`config.mk`:
```
export PLATFORM = sky130hd
export DESIGN_NAME = vga_timing_gen
export DESIGN_NICKNAME = d
export VERILOG_FILES = /design/src/rtl/vga_timing_gen.sv
export SDC_FILE = /design/constraint.sdc
export NUM_CORES = 1
export LEC_CHECK = 0
export ABC_AREA = 1
export CAP_MARGIN = 30
export CORE_MARGIN = 4
export CORE_UTILIZATION = 55
export CTS_CLUSTER_SIZE = 16
export DETAILED_ROUTE_END_ITERATION = 16
export PLACE_DENSITY_LB_ADDON = 0.25
export SLEW_MARGIN = 20
export SYNTH_ARGS = -nofsm -noshare
export SYNTH_HDL_FRONTEND = slang
export SYNTH_SLANG_ARGS = --single-unit
```
`constraint.sdc`:
```
create_clock -name vclock_in -period 2.7 [get_ports vclock_in]
set_input_delay 0.27 -clock vclock_in [delete_from_list [all_inputs] [get_ports vclock_in]]
set_output_delay 0.27 -clock vclock_in [all_outputs]
set_load 0.005 [all_outputs]
```
`src/rtl/vga_timing_gen.sv`:
```
// Raster timing generator: pixel/line counters, syncs, blanking and frame
// markers, all registered and aligned to the counter values they describe.
module vga_timing_gen #(
    parameter int H_ACTIVE = 1024,
    parameter int H_FP     = 24,
    parameter int H_SYNC   = 136,
    parameter int H_BP     = 160,
    parameter int V_ACTIVE = 768,
    parameter int V_FP     = 3,
    parameter int V_SYNC   = 6,
    parameter int V_BP     = 29,
    parameter bit H_POL    = 1'b0,
    parameter bit V_POL    = 1'b0
) (
    input  logic        vclock_in,
    input  logic        reset_n_in,
    input  logic        pix_en_in,
    output logic [11:0] hcount_out,
    output logic [10:0] vcount_out,
    output logic        hsync_out,
    output logic        vsync_out,
    output logic        blank_out,
    output logic        frame_start_out,
    output logic [7:0]  frame_count_out
);

    localparam int H_TOTAL = H_ACTIVE + H_FP + H_SYNC + H_BP;
    localparam int V_TOTAL = V_ACTIVE + V_FP + V_SYNC + V_BP;

    if (H_TOTAL > 4096 || V_TOTAL > 2048) begin : g_bad_totals
        $error("vga_timing_gen: H_TOTAL or V_TOTAL exceeds counter width");
    end

    localparam logic [11:0] H_LAST   = 12'(H_TOTAL - 1);
    localparam logic [10:0] V_LAST   = 11'(V_TOTAL - 1);
    localparam logic [11:0] H_ACT    = 12'(H_ACTIVE);
    localparam logic [11:0] HS_START = 12'(H_ACTIVE + H_FP);
    localparam logic [11:0] HS_END   = 12'(H_ACTIVE + H_FP + H_SYNC);
    localparam logic [10:0] V_ACT    = 11'(V_ACTIVE);
    localparam logic [10:0] VS_START = 11'(V_ACTIVE + V_FP);
    localparam logic [10:0] VS_END   = 11'(V_ACTIVE + V_FP + V_SYNC);

    logic        h_last;
    logic        v_last;
    logic [11:0] h_nxt;
    logic [10:0] v_nxt;
    logic        hs_nxt;
    logic        vs_nxt;
    logic        bl_nxt;

    // Decode the counter values about to be loaded so every registered
    // output lines up with the count shown on the same cycle.
    always_comb begin
        h_last = (hcount_out == H_LAST);
        v_last = (vcount_out == V_LAST);
        h_nxt  = h_last ? 12'd0 : hcount_out + 12'd1;
        v_nxt  = vcount_out;
        if (h_last) begin
            v_nxt = v_last ? 11'd0 : vcount_out + 11'd1;
        end
        hs_nxt = (h_nxt >= HS_START && h_nxt < HS_END) ? H_POL : ~H_POL;
        vs_nxt = (v_nxt >= VS_START && v_nxt < VS_END) ? V_POL : ~V_POL;
        bl_nxt = (h_nxt >= H_ACT) || (v_nxt >= V_ACT);
    end

    always_ff @(posedge vclock_in or negedge reset_n_in) begin
        if (!reset_n_in) begin
            hcount_out      <= 12'd0;
            vcount_out      <= 11'd0;
            hsync_out       <= ~H_POL;
            vsync_out       <= ~V_POL;
            blank_out       <= 1'b0;
            frame_start_out <= 1'b0;
            frame_count_out <= 8'd0;
        end else begin
            frame_start_out <= 1'b0;
            if (pix_en_in) begin
                hcount_out <= h_nxt;
                vcount_out <= v_nxt;
                hsync_out  <= hs_nxt;
                vsync_out  <= vs_nxt;
                blank_out  <= bl_nxt;
                if (h_last && v_last) begin
                    frame_start_out <= 1'b1;
                    frame_count_out <= frame_count_out + 8'd1;
                end
            end
        end
    end

endmodule

```
* After elaboration in Yosys (flattened, before gate mapping) *
Cells that the tools add are included.
W data, S select, Z words.

cells by class
  $lt $le $gt $ge = 6
  eq/ne operators = 2
  reduce and logical (&&, ||, !) cells = 5
  add/subtract/negate cells = 3
  multiplexer cells = 7

operators with widths
  cell                     count
  $ge A12 B11 Y1 const B   2
  $ge A11 B10 Y1 const B   2
  $mux W11                 2
  $add A12 B1 Y12 const B  1
  $eq A12 B11 Y1 const B   1
  $lt A12 B11 Y1 const B   1
  $mux W12                 1
  $add A11 B1 Y11 const B  1
  $eq A11 B10 Y1 const B   1
  $lt A11 B10 Y1 const B   1
  $add A8 B1 Y8 const B    1
  $mux W1                  4
  $logic_and A1 B1 Y1      3
  $reduce_and A2 Y1        1
  $logic_or A1 B1 Y1       1

word-level totals
  bits of input ports = 3
  register bits = 35
  word-level logic and storage cells = 30

* Longest topological paths before layout *
Gate-level depths: netlist of run 1.

  depth after elaboration = 6
  gate-level depth with buffers = 15
  depth with buffers taken out = 14

* Worst setup path after synthesis of run 1 *
Ideal clock, no wire load.

  path type = register -> register
  start point = register hcount_out[0]
  end point = register vsync_out
  slack = 950 ps
  required time = 2624 ps
  setup time = 76 ps
  clock period less this slack = 1750 ps
  stages on the path, launching flop included = 14
  arrival time = 1675 ps
  buffers on the path = 2
  cell sequence = dfrtp_1 -> ha_1 -> nand2_1 -> inv_1 -> nand2_1 -> nor2_2 -> buf_6 -> buf_12 -> a21oi_1 -> nand2_1 -> nor2_2 -> nand3_1 -> nor2_1 -> nor2_1

on the way
  cells in the longest elaborated chain, start to end = 5

ends and longest elaborated chain
  what                                              line  text
  start: declaration                                18    output logic [11:0] hcount_out,
  start signal: assignment                          78    hcount_out <= h_nxt;
  $eq A12 B11 Y1 (*)                                54    h_last = (hcount_out == H_LAST);
  $mux W11 (*)                                      58    if (h_last) begin
  $ge A11 B10 Y1 or $lt A11 B10 Y1 (tied branches)  62    vs_nxt = (v_nxt >= VS_START && v_nxt < VS_END) ? V_POL : ~V_POL;
  $logic_and A1 B1 Y1 (*)                           62
  $mux W1 (*)                                       62
  end signal: assignment                            71    vsync_out <= ~V_POL;
  end signal: assignment                            81    vsync_out <= vs_nxt;
  end: declaration                                  21    output logic vsync_out,

Mark *: on every way between the ends. The rest lies on a longest branch, timed or not.
A chain may end at the register's enable or synchronous reset.

* Worst setup path in the final report of run 1 *
Ends and elaborated chain as after synthesis.

==> flow_summary.toml, run 1 <==
[yosys]
syn_area_mm2 = 0.00225
postSynthAreaPerCell_um2 = 7.30
yosys_warnings = 0
yosys.cell_types.count = 36
async_flop_share_pct = 100
synth_seq_area_share_pct = 39.0
synth_edf_count = 0
synth_seq_cells = 35
syn_nets = 316
synthCells = 309
synth_top_flop_cell = "dfrtp_1"

[routing]
drc = 0
via_per_inst = 5.34
routed_wl_um = 5080
drtPass1Iterations = 4
via_count = 2119
wl_per_cell_um = 12.8
first_iter_violations = 177
ant_nets = 0

[global_route]
grt_start_max_net_pins = 36
track_usage_pct = 21.8
grt_antenna_before_repair = 0
grt_pass1_wl_um = 8960
grt_pass1_vias = 1990
overflow = 0

[cells_and_area]
final_cell_mix = "nand2_1, inv_1, clkdlybuf4s50_1"
drive_above_1_share_pct = 8.65
final_nets = 353
diodes = 0
area_growth_pct = 21.3
layout_commonest_cell = "nand2_1"
postLayoutCoreUtil_pct = 68.8

[cts]
clk_pin_slew_ns = 0.08
cts_made_buffers = 5
clock_latency_ns = 0.30
cts_resized = 0
post_cts_buffers = 0
postCtsHoldBufs = 0
cts_tree = "yes"
clockRootBuffer = "clkbuf_8"
cts_buffer_depth = 2
cts_sinks = 35
htreeDepth = 2

[placed_design]
dpl.hpwl_um = 3730
gp_congestion = 0.883
port_buffers = 37

[floorplan]
ios = 38
dieArea_mm2 = 0.00519
die_y_um = 72.0
initial_core_util_pct = 56.8
core-area_mm2 = 0.00397
die_w_um = 72.0
num_rows = 23

[timing]
hold_viol = 0
report.final.slew_viol_count = 0
hold_ws_ns = 0.372
fin_setup_tns_ns = 0
finalCritPeriodShare_pct = 77.1
min_period_ns = 2.08
rsz0062_at_grt = "no"
slew-limit-headroom_pct = 50.5
fmax_mhz = 480
finalSetupViolations = 0
finClkSkew_ns = 0.0138
worstMarginPinSlew_ns = 0.741

[worst_setup_path]
crit_slowest_cell = "dfrtp_1"
setup.worst_path.end_class = "flip-flop"
reg2reg_depth = 15
cp_max_fo = 14
r2r_end = "vsync_out"
path_cells = "ha_1 > nand2_1 > inv_1 > nand2_1 > nor2_2 > buf_4 > nand3_1 > nand2_1 > nand2_1 > inv_1 > nand2_1 > nor2_1 > nand2_1 > nor2_1 > nor2_1"
crit_type = "flip-flop to flip-flop"
path_depth = 15
worst_ep_required_time_ns = 2.94
crit_start = "hcount_out[0]"
startpoint_type = "flip-flop"
crit_top_cell = "nand2_1"
cp.buffers_inverters = 3
cp-endpoint = "vsync_out"
crit_family = "simple AND/OR/NAND/NOR gates"
crit_arrival_ns = 2.32
cpPeakStageDelay_ns = 0.42
r2r-start = "hcount_out[0]"
rrSetupSlack_ns = 0.62

[power]
vdd_drop_max_mv = 0.417
p_per_area_mw_per_mm2 = 594
p_leak_nw = 1.28

[run]
maxCapViolCount = 0

[hold_path]
min_path_type = "input port to async pin"

[run_status]
status = "finished, final reports clean"
## synth_stat cells (4+ instances only)
cell / n / area (um2)
nand2_1: 87 / 327
ha_1: 4 / 50.1
nor2_1: 34 / 128
xnor2_1: 4 / 35.0
nand3_1: 24 / 120
xor2_1: 7 / 61.3
dfrtp_1: 33 / 826
clkbuf_1: 4 / 15.0
nand4_1: 9 / 56.3
inv_1: 38 / 143
o21ai_0: 24 / 120
## per-layer routing
layer	up-vias	track usage [%]	wire length, um
met3	9	5.26	261
met4	0	8.14	89
met1	1003	29.6	2290
met2	48	33.9	2450
li1	1059	-	-
met5	-	0	0
## how the worst min path moves through the flow
| stage | endpoint | slack, ns | cells past startpoint |
|---|---|---|---|
| global placement | frame_count_out[7] | 0.46 | 1 |
| floorplan | blank_out | -0.03 | 0 |
| CTS | vcount_out[9] | 0.39 | 2 |
| finish | vcount_out[9] | 0.37 | 2 |
| global route | vcount_out[9] | 0.40 | 2 |
| detailed placement | frame_count_out[7] | 0.47 | 1 |
## power breakdown
part | internal (W) | switching [W] | total (W)
combinational | 0.000256 | 0.000254 | 0.000511
sequential | 0.000607 | 0.000126 | 0.000733
clock | 0.000179 | 0.000200 | 0.000379
## through the flow
stage	worst slack, ns	cells	area [um2]	total power, W
2_1_floorplan	0.950	309	2250	0.000994
4_1_cts	0.614	397	2730	0.00164
3_3_place_gp	0.684	389	2650	0.00124
6_report	0.619	397	2730	0.00162
5_1_grt	0.355	397	2730	0.00175
3_5_place_dp	0.635	389	2650	0.00125
## layout make-up
type	instances	area, um2
fill	337	1240
multi-input combinational	226	1170
sequential	35	878
timing repair buffer	40	393
inverter	38	143
clock buffer	5	68.8
tap	50	62.6
clock inverter	3	20.0
## state kept, by name (all words and copies together) (netlist names)
signal,flops
blank_out,1
frame_count_out,8
frame_start_out,1
hcount_out,12
hsync_out,1
vcount_out,11
vsync_out,1
## worst register-to-register path, cell delays in order (launching register included)
cell     delay (ns)
dfrtp_1        0.42
ha_1           0.20
nand2_1        0.09
inv_1          0.08
nand2_1        0.06
nor2_2         0.26
buf_4          0.27
nand3_1        0.09
nand2_1        0.06
nand2_1        0.04
inv_1          0.10
nand2_1        0.07
nor2_1         0.10
nand2_1        0.06
nor2_1         0.08
nor2_1         0.04
## kinds of logic after synthesis
group | share of synthesized area [%]
adder cells (fa/ha/maj) | 2.22
buffers and inverters | 9.21
XOR/XNOR | 4.27
flip-flops | 39.0
AND/OR/NAND/NOR | 36.5
AO/OA/AOI/OAI | 8.82
Note: power is estimated with default switching activity, not from simulation.
==> run 2: changes to the inputs <==
Settings changed: CORE_UTILIZATION 55 to 53.
Clock period 2.7 ns to 2.14 ns, I/O delays scaled along.
==> flow_summary.toml, run 2 (synthesis gave the netlist of run 1 again) <==
[worst_setup_path]
cp_max_fo = 6
crit_slowest_cell = "dfrtp_1"
startpoint_type = "flip-flop"
worst_ep_required_time_ns = 2.36
crit_arrival_ns = 2.18
crit_type = "flip-flop to flip-flop"
cpPeakStageDelay_ns = 0.38
rrSetupSlack_ns = 0.18
setup.worst_path.end_class = "flip-flop"
path_cells = "ha_2 > nand2_1 > inv_1 > nand2_1 > nor2_4 > clkinvlp_4 > buf_4 > buf_4 > nand2_1 > nand2_1 > nand2_1 > nand3_1 > nor2_1 > nor2_1"
crit_top_cell = "nand2_1"
cp.buffers_inverters = 4
crit_family = "simple AND/OR/NAND/NOR gates"

[floorplan]
ios = 38
die_y_um = 73.2
core-area_mm2 = 0.00406
num_rows = 23
dieArea_mm2 = 0.00536
die_w_um = 73.2
initial_core_util_pct = 55.6

[cells_and_area]
reg_top3 = "hcount_out x12, vcount_out x11, frame_count_out x8"
postLayoutCoreUtil_pct = 71.2
final_nets = 366
diodes = 0
fillCellCount = 336
layout_commonest_cell = "nand2_1"
drive_above_1_share_pct = 12.5
final_cell_mix = "nand2_1, inv_1, clkdlybuf4s50_1"
final_cell_area_mm2 = 0.00289
largest_reg_flops = 12
top_register = "hcount_out"
area_growth_pct = 28.2

[timing]
hold_ws_ns = 0.328
report.final.slew_viol_count = 0
hold_viol = 0
slew-limit-headroom_pct = 70.0
finClkSkew_ns = 0.00890
finalCritPeriodShare_pct = 91.7
min_period_ns = 1.96
finalSetupViolations = 0
fmax_mhz = 510
worstMarginPinSlew_ns = 0.450

[placed_design]
place_area_mm2 = 0.00268
port_buffers = 37
gp_congestion = 0.925
dpl.hpwl_um = 3880

[global_route]
grt_pass1_vias = 1984
grt_antenna_before_repair = 0
overflow = 0
track_usage_pct = 22.4
grt_pass1_wl_um = 9350
grt_start_max_net_pins = 36

[hold_path]
min_path_type = "input port to async pin"

[routing]
routed_wl_um = 5530
drc = 0
ant_nets = 0
via_count = 2173
first_iter_violations = 209
via_per_inst = 5.30
wl_per_cell_um = 13.5
drtPass1Iterations = 5

[cts]
postCtsHoldBufs = 0
clockRootBuffer = "clkbuf_8"
clk_pin_slew_ns = 0.08
htreeDepth = 2
cts_made_buffers = 5
clock_latency_ns = 0.29
cts_sinks = 35
cts_tree = "yes"
cts_buffer_depth = 2

[run]
maxCapViolCount = 0

[power]
p_leak_nw = 1.36
power_w = 0.00231
vdd_drop_max_mv = 0.633
p_per_area_mw_per_mm2 = 801

[run_status]
status = "finished, final reports clean"
run 2: cell count changes in the layout (fill, tap and decap cells not counted):
cell / change
ha_1: -1
nor2_4: +1
inv_1: -1
buf_4: +13
clkinv_2: -1
nor2_2: -1
bufinv_16: +2
ha_2: +1
run 2: cell type report:
class | instances | area, um2 | area share, %
multi-input cells | 226 | 1180 | 40.7
inverters | 38 | 146 | 5.06
clock inverters | 3 | 67.6 | 2.34
clock buffers | 5 | 68.8 | 2.38
flip-flops and latches | 35 | 878 | 30.4
well taps | 50 | 62.6 | 2.16
repair buffers | 53 | 490 | 17.0
run 2: path summary, 6_finish.rpt:
| path | start | endpoint | cells after the start |
|---|---|---|---|
| worst min register to register | frame_count_out[7] | frame_count_out[7] | 1 |
| worst max register to register | hcount_out[1] | hsync_out | 14 |
| worst min-delay path | reset_n_in | vcount_out[0] | 2 |
| min in group vclock_in | frame_count_out[7] | frame_count_out[7] | 1 |
| max in group asynchronous | reset_n_in | hsync_out | 2 |
| worst max-delay path | hcount_out[1] | hsync_out | 14 |
run 2: worst register-to-register path, cell delays in order (launching register included):
cell        delay, ns
dfrtp_1          0.38
ha_2             0.19
nand2_1          0.09
inv_1            0.08
nand2_1          0.09
nor2_4           0.14
clkinvlp_4       0.18
buf_4            0.17
buf_4            0.12
nand2_1          0.09
nand2_1          0.06
nand2_1          0.07
nand3_1          0.07
nor2_1           0.10
nor2_1           0.04
run 2: what timing repair did:
item                       in CTS  in global routing
buffers inserted                0                  9
setup endpoints to repair       0                  1
gates resized for setup         0                  5
run 2: metal layers:
| layer | global-route usage (%) | vias up | part of all wire, % |
|---|---|---|---|
| met4 | 5.94 | 0 | 1.2 |
| li1 | - | 1088 | - |
| met1 | 31.0 | 991 | 46 |
| met2 | 35.9 | 86 | 47 |
| met5 | 0 | - | 0 |
| met3 | 3.99 | 8 | 5.8 |
run 2: per-stage QoR:
stage	cells	setup slack (ns)	TNS (ns)
after CTS	401	0.225	0
after floorplan	309	0.390	0
after global placement	393	0.339	0
after global routing	410	-0.0273	-0.0385
after detailed placement	393	0.266	0
final	410	0.179	0
run 2: power by group:
part	switching, W	internal [W]	leakage [nW]	total [W]
registers	0.000157	0.000765	0.445	0.000922
logic	0.000332	0.000341	0.852	0.000673
clock network	0.000255	0.000465	0.0644	0.000720
total	0.000744	0.00157	1.36	0.00231
==> run 3: changes to the inputs <==
Settings changed: CORE_UTILIZATION 53 to 55, DONT_BUFFER_PORTS set to 1.
==> flow_summary.toml, run 3 (synthesis gave the netlist of run 1 again) <==
[worst_setup_path]
worst_ep_required_time_ns = 2.33
path_cells = "ha_2 > nand2_1 > inv_1 > nand2_1 > nor2_4 > buf_12 > nand2_4 > nor2_8 > nand2_4 > nor2_4 > nand3_2 > xnor2_1"
setup.worst_path.end_class = "flip-flop"
rrSetupSlack_ns = 0.19
startpoint_type = "flip-flop"
crit_arrival_ns = 2.14
cp_max_fo = 19
crit_type = "flip-flop to flip-flop"
cpPeakStageDelay_ns = 0.44
crit_slowest_cell = "dfrtp_1"

[cts]
cts_buffer_depth = 2
htreeDepth = 2
clockRootBuffer = "clkbuf_8"
cts_made_buffers = 5
cts_tree = "yes"
clock_latency_ns = 0.30
cts_sinks = 35
clk_pin_slew_ns = 0.08

[global_route]
grt_pass1_vias = 1904
grt_pass1_wl_um = 8860
grt_antenna_before_repair = 0
track_usage_pct = 21.8
grt_start_max_net_pins = 36
overflow = 0

[power]
p_leak_nw = 1.21
power_w = 0.00191
vdd_drop_max_mv = 0.467
p_per_area_mw_per_mm2 = 761

[hold_path]
min_path_type = "input port to flip-flop"

[routing]
ant_nets = 0
drtPass1Iterations = 5
wl_per_cell_um = 14.3
via_per_inst = 5.43
routed_wl_um = 5330
drc = 0
via_count = 2026
first_iter_violations = 160

[cells_and_area]
area_growth_pct = 11.2
top_register = "hcount_out"
fillCellCount = 353
final_cell_mix = "nand2_1, inv_1, nor2_1"
fin_cells = 373
diodes = 0
drive_above_1_share_pct = 13.0
reg_top3 = "hcount_out x12, vcount_out x11, frame_count_out x8"
largest_reg_flops = 12
layout_commonest_cell = "nand2_1"
final_cell_area_mm2 = 0.00251
final_nets = 329

[timing]
hold_ws_ns = 0.0151
fmax_mhz = 512
slew-limit-headroom_pct = 68.0
finalCritPeriodShare_pct = 91.3
report.final.slew_viol_count = 0
finalSetupViolations = 0
finClkSkew_ns = 0.00659
hold_viol = 0
min_period_ns = 1.95
worstMarginPinSlew_ns = 0.480

[floorplan]
ios = 38
die_y_um = 72.0
num_rows = 23
die_w_um = 72.0
dieArea_mm2 = 0.00519
initial_core_util_pct = 56.8
core-area_mm2 = 0.00397

[placed_design]
post-place-cells = 356
place_area_mm2 = 0.00232
port_buffers = 0
gp_congestion = 0.895
dpl.hpwl_um = 3690

[run_status]
status = "finished, final reports clean"

[run]
maxCapViolCount = 0
==> run 3: cell count changes in the layout (fill, tap and decap cells not counted) <==
| cell | before | now |
|---|---|---|
| buf_4 | 16 | 10 |
| clkinv_4 | 0 | 2 |
| buf_2 | 0 | 1 |
| clkdlybuf4s50_1 | 37 | 0 |
| bufinv_16 | 2 | 0 |
| dlygate4sd3_1 | 0 | 3 |
| buf_12 | 0 | 2 |
==> run 3: path summary, 6_finish.rpt <==
| path | from | endpoint | cells after the start |
|---|---|---|---|
| setup / recovery | hcount_out[0] | frame_count_out[7] | 12 |
| hold / removal | pix_en_in | vcount_out[5] | 1 |
| setup reg to reg | hcount_out[0] | frame_count_out[7] | 12 |
| hold reg to reg | frame_count_out[7] | frame_count_out[7] | 1 |
| max in group asynchronous | reset_n_in | hsync_out | 2 |
| min in group asynchronous | reset_n_in | vcount_out[8] | 2 |
==> run 3: layer usage <==
metal	global-route usage (%)	part of all wire [%]	wire [um]
met4	6.89	1.4	72
met3	5.26	6.1	327
met2	35.1	48	2550
met5	0	0	0
met1	29.1	45	2380
==> run 3: repair_timing <==
action / CTS / global route
buffers inserted: 0 / 5
hold endpoints to repair: 36 / 1
resized for setup: 0 / 3
setup endpoints to repair: 0 / 2
hold buffers: 3 / 1
==> run 3: power by group <==
| part | switching (W) | leakage (nW) | internal (W) |
|---|---|---|---|
| Sequential | 0.000170 | 0.445 | 0.000764 |
| Clock | 0.000273 | 0.0443 | 0.000233 |
| Combinational | 0.000286 | 0.720 | 0.000181 |
==> run 3: metrics by stage <==
| step | setup slack, ns | util (%) | setup TNS (ns) |
|---|---|---|---|
| floorplan | 0.390 | - | 0 |
| global placement | 0.274 | 58.3 | 0 |
| detailed placement | 0.245 | 58.3 | 0 |
| CTS | 0.226 | 61.7 | 0 |
| global route | -0.00671 | 63.1 | -0.00671 |
| finish | 0.186 | 63.1 | 0 |
==> run 3: critical path, delay by kind of cell, from the launching register on <==
kind                       cells  cell delay [ns]
DFF                            1             0.44
and+or+nand+nor                8             0.80
xor gates and xnor gates       1             0.13
adders and majority gates      1             0.21
buffers and inverters          2             0.26
==> run 3: final cells by class <==
type                            instances  area (um2)  share of cell area (%)
Timing Repair Buffer                   16         150                    5.99
Clock inverter                          3        25.0                   0.998
Sequential cell                        35         878                    35.0
Tap cell                               50        62.6                    2.50
Multi-Input combinational cell        226        1180                    46.9
Clock buffer                            5        68.8                    2.74
Inverter                               38         146                    5.84
